===== src/rtl/bin_to_gray_counter.sv =====
// Registered binary up/down counter with a Gray-coded copy of the count.
// bin_q and gray_q are loaded on the same edge, so they always agree with each other.
module bin_to_gray_counter #(
  parameter int unsigned WIDTH = 4
) (
  input  logic             clk,
  input  logic             rst,
  input  logic             en,
  input  logic             dir,
  input  logic             load,
  input  logic [WIDTH-1:0] load_bin,
  output logic [WIDTH-1:0] bin_q,
  output logic [WIDTH-1:0] gray_q,
  output logic             wrap,
  output logic             step
);

  logic [WIDTH-1:0] next_bin;
  logic [WIDTH-1:0] next_gray;
  logic             next_wrap;
  logic             next_step;

  // Next count. Priority is load, then enable, then hold.
  // wrap is decided from the count before the step.
  always_comb begin
    next_bin  = bin_q;
    next_wrap = 1'b0;
    next_step = 1'b0;
    if (load) begin
      next_bin = load_bin;
    end else if (en) begin
      next_step = 1'b1;
      if (dir) begin
        next_bin  = bin_q + WIDTH'(1);
        next_wrap = &bin_q;
      end else begin
        next_bin  = bin_q - WIDTH'(1);
        next_wrap = ~|bin_q;
      end
    end
  end

  // Encode the new count, not the current one, so gray_q matches bin_q in the same cycle.
  always_comb begin
    next_gray = next_bin ^ (next_bin >> 1);
  end

  always_ff @(posedge clk) begin
    if (rst) begin
      bin_q  <= '0;
      gray_q <= '0;
      wrap   <= 1'b0;
      step   <= 1'b0;
    end else begin
      bin_q  <= next_bin;
      gray_q <= next_gray;
      wrap   <= next_wrap;
      step   <= next_step;
    end
  end

endmodule


===== config.mk =====
export PLATFORM = sky130hd
export DESIGN_NAME = bin_to_gray_counter
export DESIGN_NICKNAME = d
export VERILOG_FILES = /design/src/rtl/bin_to_gray_counter.sv
export SDC_FILE = /design/constraint.sdc
export NUM_CORES = 1
export LEC_CHECK = 0
export BUFFER_PORTS_ARGS = -buffer_cell sky130_fd_sc_hd__buf_2
export CORE_AREA = 2 2 39 41
export DETAILED_ROUTE_END_ITERATION = 16
export DIE_AREA = 0 0 41 43
export PLACE_DENSITY = 0.74
export SLEW_MARGIN = 25
export SYNTH_ARGS = -nofsm -noshare
export SYNTH_HDL_FRONTEND = slang
export SYNTH_SLANG_ARGS = --single-unit

===== constraint.sdc =====
create_clock -name clk -period 4.6 [get_ports clk]
set_clock_uncertainty 0.1 [all_clocks]
set_input_delay 0.92 -clock clk [delete_from_list [all_inputs] [get_ports clk]]
set_output_delay 0.92 -clock clk [all_outputs]
set_load 0.01 [all_outputs]

==> impl_metrics.py, run 1 <==
metrics = {
    "run_status": {
        "outcome": "finished, final reports clean",
    },
    "grt": {
        "grtUsageMet3": 0.07853,
        "grt_pass1_vias": 397,
        "grt.met1_usage": 0.1564,
        "grtUsageMet2": 0.2063,
        "grt_max_degree": 12,
        "grt_antenna_before_repair": 0,
        "gr-max-usage-layer": "met2",
        "grtUsageTotal": 0.1391,
        "gr-total-overflow": 0,
        "grt_pass1_wl_um": 1593,
    },
    "worst_setup_path": {
        "criticalPathCategory": "in -> reg",
        "crit_path_start_kind": "input pin",
        "cp.arrival_ns": 2.47,
        "cp.required_ns": 4.69,
        "endpoint_kind": "flip-flop",
        "cp_max_fo": 6,
    },
    "sta": {
        "fmax_mhz": 420.3,
        "setup_viol": 0,
        "rsz0062_at_grt": "no",
        "slew_headroom": 0.7315,
        "finalCritPeriodShare": 0.5172,
        "maxSlewViolCount": 0,
        "finalHoldViolCount": 0,
        "worstMarginPinSlew_ns": 0.4004,
        "period_minus_slack_ns": 2.379,
        "setup_tns_ns": 0,
        "worst_slack_ns": 2.221,
    },
    "yosys": {
        "synth_adder_area_share": 0.08759,
        "syn_inst": 54,
        "synth_nets": 66,
        "ys_seq_area_frac": 0.3504,
        "synth-xor-area-share": 0.05109,
        "synth_top_family_by_area": "simple AND/OR/NAND/NOR gates",
        "synth.cell_area_um2": 514.2,
        "synth_compound_area_frac": 0.1509,
        "synthDistinctLibCells": 31,
        "yosys.area_share.simple": 0.2263,
        "yosys_warnings": 0,
        "synth_seq_cells": 9,
        "syn_avg_cell_area_um2": 9.523,
        "synth.area.mux_share": 0.08029,
    },
    "placed_design": {
        "place_ws_ns": 1.949,
        "port_buffers": 18,
        "gp_congestion": 0.7471,
        "place_inst": 85,
        "dp_hpwl_um": 812.6,
    },
    "floorplanning": {
        "ios": 19,
        "rows": 14,
        "start_util": 0.3716,
        "die_area_um2": 1763,
        "fp.dieH_um": 43,
        "coreArea_um2": 1384,
        "fp.dieW_um": 41,
    },
    "final_layout": {
        "drive_above_1_share": 0.3151,
        "nets": 86,
        "antenna_cells": 0,
        "final_cells": 89,
        "area_growth_pct": 22.63,
    },
    "clocking": {
        "cts_hold_buf": 0,
        "clock-root-buffer": "clkbuf_4",
        "cts_tree": "done",
        "cts_setup_buffers": 0,
        "htreeDepth": 1,
        "cts_made_buffers": 3,
        "clk_pin_slew_ns": 0.06,
        "clock_latency_ns": 0.26,
        "clock_sinks": 9,
        "cts_resized": 0,
        "clk_path_buf_depth": 2,
    },
    "power_and_ir_drop": {
        "vdd_ir_drop_max_uv": 172.4,
        "power_density_nw_per_um2": 323.0,
        "p_leak_nw": 0.3125,
    },
    "route": {
        "drc": 0,
        "drt-pass1-iter-count": 4,
        "wire_per_inst_um": 12.27,
        "drt-total-wl_um": 1092,
        "drtAntennaViolNets": 0,
        "avgViaCountPerCell": 5.371,
        "first_iter_violations": 11,
        "vias": 478,
    },
    "min_path": {
        "hp-class": "reg -> reg",
    },
    "flow_run": {
        "maxCapViolations": 0,
    },
}
==> report_power, final <==
part | total (mW) | internal, mW | switching, mW
registers | 0.0919 | 0.0853 | 0.00657
clock network | 0.0602 | 0.0334 | 0.0268
logic | 0.0516 | 0.0251 | 0.0265
==> path summary, 6_finish.rpt <==
check / start / to / slack [ns] / cells past startpoint
setup / recovery: dir / gray_q[1] / 2.22 / 7
setup reg to reg: bin_q[0] / gray_q[1] / 2.63 / 5
hold / removal: bin_q[2] / wrap / 0.60 / 3
hold reg to reg: bin_q[2] / wrap / 0.60 / 3
==> layer usage <==
layer | wire (um) | part of all wire
met5 | 0 | 0
met1 | 452 | 0.41
met3 | 86 | 0.079
met4 | 0 | 0
met2 | 553 | 0.51
==> registers in the layout, summed over array words and instances, names as in the netlist <==
register  cells
step          1
wrap          1
bin_q         4
gray_q        3
==> layout make-up <==
| class | instances | area [um^2] |
|---|---|---|
| Timing Repair Buffer | 18 | 90.09 |
| Inverter | 2 | 7.507 |
| Sequential cell | 9 | 180.2 |
| Multi-Input combinational cell | 40 | 306.5 |
| Fill cell | 145 | 753.2 |
| Clock buffer | 4 | 26.28 |
| Tap cell | 16 | 20.02 |
==> logic make-up after synthesis <==
kind of cell / after synthesis
xor gates and xnor gates: 3
DFF: 9
muxes: 4
adders and majority gates: 3
buffers and inverters: 5
AOI/OAI and AO/OA: 11
and+or+nand+nor: 19
==> through the flow <==
| stage | hold slack (ns) | area [um^2] | power (mW) | utilization |
|---|---|---|---|---|
| 6_report | 0.6017 | 630.6 | 0.2037 | 0.4557 |
| 5_1_grt | 0.6548 | 630.6 | 0.2163 | 0.4557 |
| 3_3_place_gp | 0.5811 | 604.3 | 0.1433 | 0.4367 |
| 3_5_place_dp | 0.5864 | 604.3 | 0.1456 | 0.4367 |
| 2_1_floorplan | 0.5713 | 514.2 | 0.1287 | - |
| 4_1_cts | 0.5996 | 630.6 | 0.2076 | 0.4557 |
==> synth_stat cells, drive strengths merged <==
cell type | count | share of area
dfxtp | 9 | 0.35
nor2 | 7 | 0.051
buf | 3 | 0.039
mux2i | 3 | 0.058
a21oi | 2 | 0.019
ha | 2 | 0.049
inv | 2 | 0.015
nand3 | 2 | 0.029
nor3b | 2 | 0.029
or3 | 2 | 0.024
xnor2 | 2 | 0.034
a211oi | 1 | 0.015
a21o | 1 | 0.015
a221o | 1 | 0.019
a22oi | 1 | 0.015
a31oi | 1 | 0.012
and2 | 1 | 0.012
fa | 1 | 0.039
mux2 | 1 | 0.022
nand3b | 1 | 0.015
nand4 | 1 | 0.012
nor4bb | 1 | 0.019
o21a | 1 | 0.015
o21ai | 1 | 0.0097
o21bai | 1 | 0.015
o2bb2ai | 1 | 0.017
or4 | 1 | 0.015
or4b | 1 | 0.019
xor2 | 1 | 0.017
==> worst max-delay path, cell delays in order <==
cell	delay, ns
buf_2	0.13
inv_1	0.10
fa_1	0.48
mux2_2	0.27
mux2i_1	0.28
o21ai_0	0.14
a21oi_1	0.14
==> cell usage in the layout, fill, tap and decap left out, types with 2 or more instances in the layout <==
| cell | netlist | final |
|---|---|---|
| nor2_1 | 7 | 7 |
| xnor2_1 | 2 | 2 |
| dfxtp_1 | 9 | 9 |
| a21oi_1 | 2 | 2 |
| buf_2 | 1 | 18 |
| nor3b_1 | 2 | 2 |
| mux2i_1 | 3 | 3 |
| clkbuf_4 | 0 | 3 |
| ha_1 | 2 | 2 |
| or3_1 | 2 | 2 |
| inv_1 | 2 | 2 |
Power figures use the tool's default switching activity.
==> run 2, diff against run 1 <==
--- a/config.mk
+++ b/config.mk
@@ -9,7 +9,7 @@
 export CORE_AREA = 2 2 39 41
 export DETAILED_ROUTE_END_ITERATION = 16
 export DIE_AREA = 0 0 41 43
-export PLACE_DENSITY = 0.74
+export PLACE_DENSITY = 0.77
 export SLEW_MARGIN = 25
 export SYNTH_ARGS = -nofsm -noshare
 export SYNTH_HDL_FRONTEND = slang
==> constraint.sdc (replaced) <==
create_clock -name clk -period 2.1 [get_ports clk]
set_clock_uncertainty 0.1 [all_clocks]
set_input_delay 0.42 -clock clk [delete_from_list [all_inputs] [get_ports clk]]
set_output_delay 0.42 -clock clk [all_outputs]
set_load 0.01 [all_outputs]
==> impl_metrics.py, run 2 (same netlist as run 1, synthesis figures left out) <==
metrics = {
    "run_status": {
        "outcome": "finished, final reports clean",
    },
    "route": {
        "drt-total-wl_um": 1127,
        "drc": 0,
        "drtAntennaViolNets": 0,
        "wire_per_inst_um": 12.38,
        "first_iter_violations": 6,
        "vias": 482,
        "drt-pass1-iter-count": 4,
        "avgViaCountPerCell": 5.297,
    },
    "final_layout": {
        "final_cell_area_um2": 645.6,
        "final_cell_mix": "buf_2, dfxtp_1, nor2_1, mux2i_1, clkbuf_4",
        "largest_reg_flops": 4,
        "fin_util": 0.4665,
        "final_cells": 91,
        "top_register": "bin_q",
        "reg_top3": "bin_q: 4 flops, gray_q: 3 flops",
        "nets": 88,
        "drive_above_1_share": 0.3333,
        "area_growth_pct": 25.55,
        "antenna_cells": 0,
        "final_common_cell": "buf_2",
    },
    "sta": {
        "maxSlewViolCount": 0,
        "period_minus_slack_ns": 1.871,
        "setup_viol": 0,
        "finalCritPeriodShare": 0.8908,
        "slew_headroom": 0.7025,
        "rsz0062_at_grt": "no",
        "finalHoldViolCount": 0,
        "setup_tns_ns": 0,
        "worstMarginPinSlew_ns": 0.4436,
        "fmax_mhz": 534.5,
    },
    "floorplanning": {
        "ios": 19,
        "rows": 14,
        "start_util": 0.3716,
        "die_area_um2": 1763,
        "fp.dieW_um": 41,
        "coreArea_um2": 1384,
        "fp.dieH_um": 43,
    },
    "clocking": {
        "cts_tree": "done",
        "cts_hold_buf": 0,
        "clock_latency_ns": 0.26,
        "clock-root-buffer": "clkbuf_4",
        "clock_sinks": 9,
        "clk_pin_slew_ns": 0.06,
        "clk_path_buf_depth": 2,
        "htreeDepth": 1,
        "cts_made_buffers": 3,
        "cts_setup_buffers": 0,
        "cts_resized": 0,
    },
    "worst_setup_path": {
        "cp.arrival_ns": 1.96,
        "crit_slowest_cell": "fa_1",
        "cp_max_fo": 6,
        "critPathMaxStageDelay_ns": 0.45,
        "criticalPathCategory": "reg -> reg",
        "cp.required_ns": 2.19,
        "endpoint_kind": "flip-flop",
        "crit_path_start_kind": "flip-flop",
        "crit_chain": "fa_1 -> mux2_2 -> mux2i_1 -> o21ai_0 -> a21oi_1",
    },
    "placed_design": {
        "dp_hpwl_um": 841.5,
        "place_inst": 87,
        "gp_congestion": 0.7730,
        "place_area_um2": 619.3,
        "port_buffers": 18,
    },
    "power_and_ir_drop": {
        "combPwrFrac": 0.267,
        "p_clk_frac": 0.294,
        "internal_power_mw": 0.3187,
        "power_mw": 0.4512,
        "p_sw_frac": 0.2935,
        "power_density_nw_per_um2": 698.8,
        "seqPwrFrac": 0.440,
        "p_leak_nw": 0.3224,
        "power_switching_mw": 0.1324,
        "vdd_ir_drop_max_uv": 319.7,
    },
    "min_path": {
        "hp-class": "in -> reg",
    },
    "grt": {
        "grt_pass1_vias": 435,
        "grtUsageTotal": 0.1559,
        "grt_max_degree": 12,
        "gr-total-overflow": 0,
        "grt_pass1_wl_um": 1752,
        "grt_antenna_before_repair": 0,
    },
    "flow_run": {
        "maxCapViolations": 0,
    },
}
## run 2: final timing paths
path | start | end | slack (ns) | depth (start not counted)
max reg2reg | bin_q[1] | gray_q[1] | 0.23 | 5
min reg2reg | bin_q[2] | wrap | 0.59 | 3
min | rst | gray_q[0] | 0.32 | 2
max | bin_q[1] | gray_q[1] | 0.23 | 5
## run 2: area by class of cell
| class | count | area (um^2) |
|---|---|---|
| fill | 142 | 738.2 |
| multi-input combinational | 40 | 306.5 |
| sequential | 9 | 180.2 |
| timing repair buffer | 20 | 105.1 |
| clock buffer | 4 | 26.28 |
| tap | 16 | 20.02 |
| inverter | 2 | 7.507 |
## run 2: metal layers
metal	GRT usage	vias to the layer above	part of all wire
met5	0	-	0
met4	0.08000	0	0.0062
met3	0.07853	2	0.058
met2	0.2438	16	0.51
met1	0.1618	220	0.42
li1	-	244	-
## run 2: critical path, delay by kind of cell, from the launching register on
kind | cells | cell delay, ns
flip-flops | 1 | 0.43
multiplexers | 2 | 0.54
AO/OA/AOI/OAI | 2 | 0.27
adder cells (fa/ha/maj) | 1 | 0.45
## run 2: power groups by stage
| stage | Sequential [mW] | Clock (mW) | Combinational [mW] |
|---|---|---|---|
| finish | 0.198 | 0.133 | 0.120 |
| global route | 0.200 | 0.152 | 0.135 |
| global placement | 0.202 | 0 | 0.117 |
| CTS | 0.198 | 0.140 | 0.121 |
| detailed placement | 0.202 | 0 | 0.120 |
| floorplan | 0.211 | 0 | 0.0711 |
## run 2: metrics by stage
step | hold slack (ns) | worst slack, ns
after floorplan | 0.3891 | 0.2578
after global placement | 0.5718 | 0.07202
after detailed placement | 0.5833 | 0.003817
after CTS | 0.3081 | 0.2268
after global routing | 0.3122 | 0.1053
final | 0.3167 | 0.2293
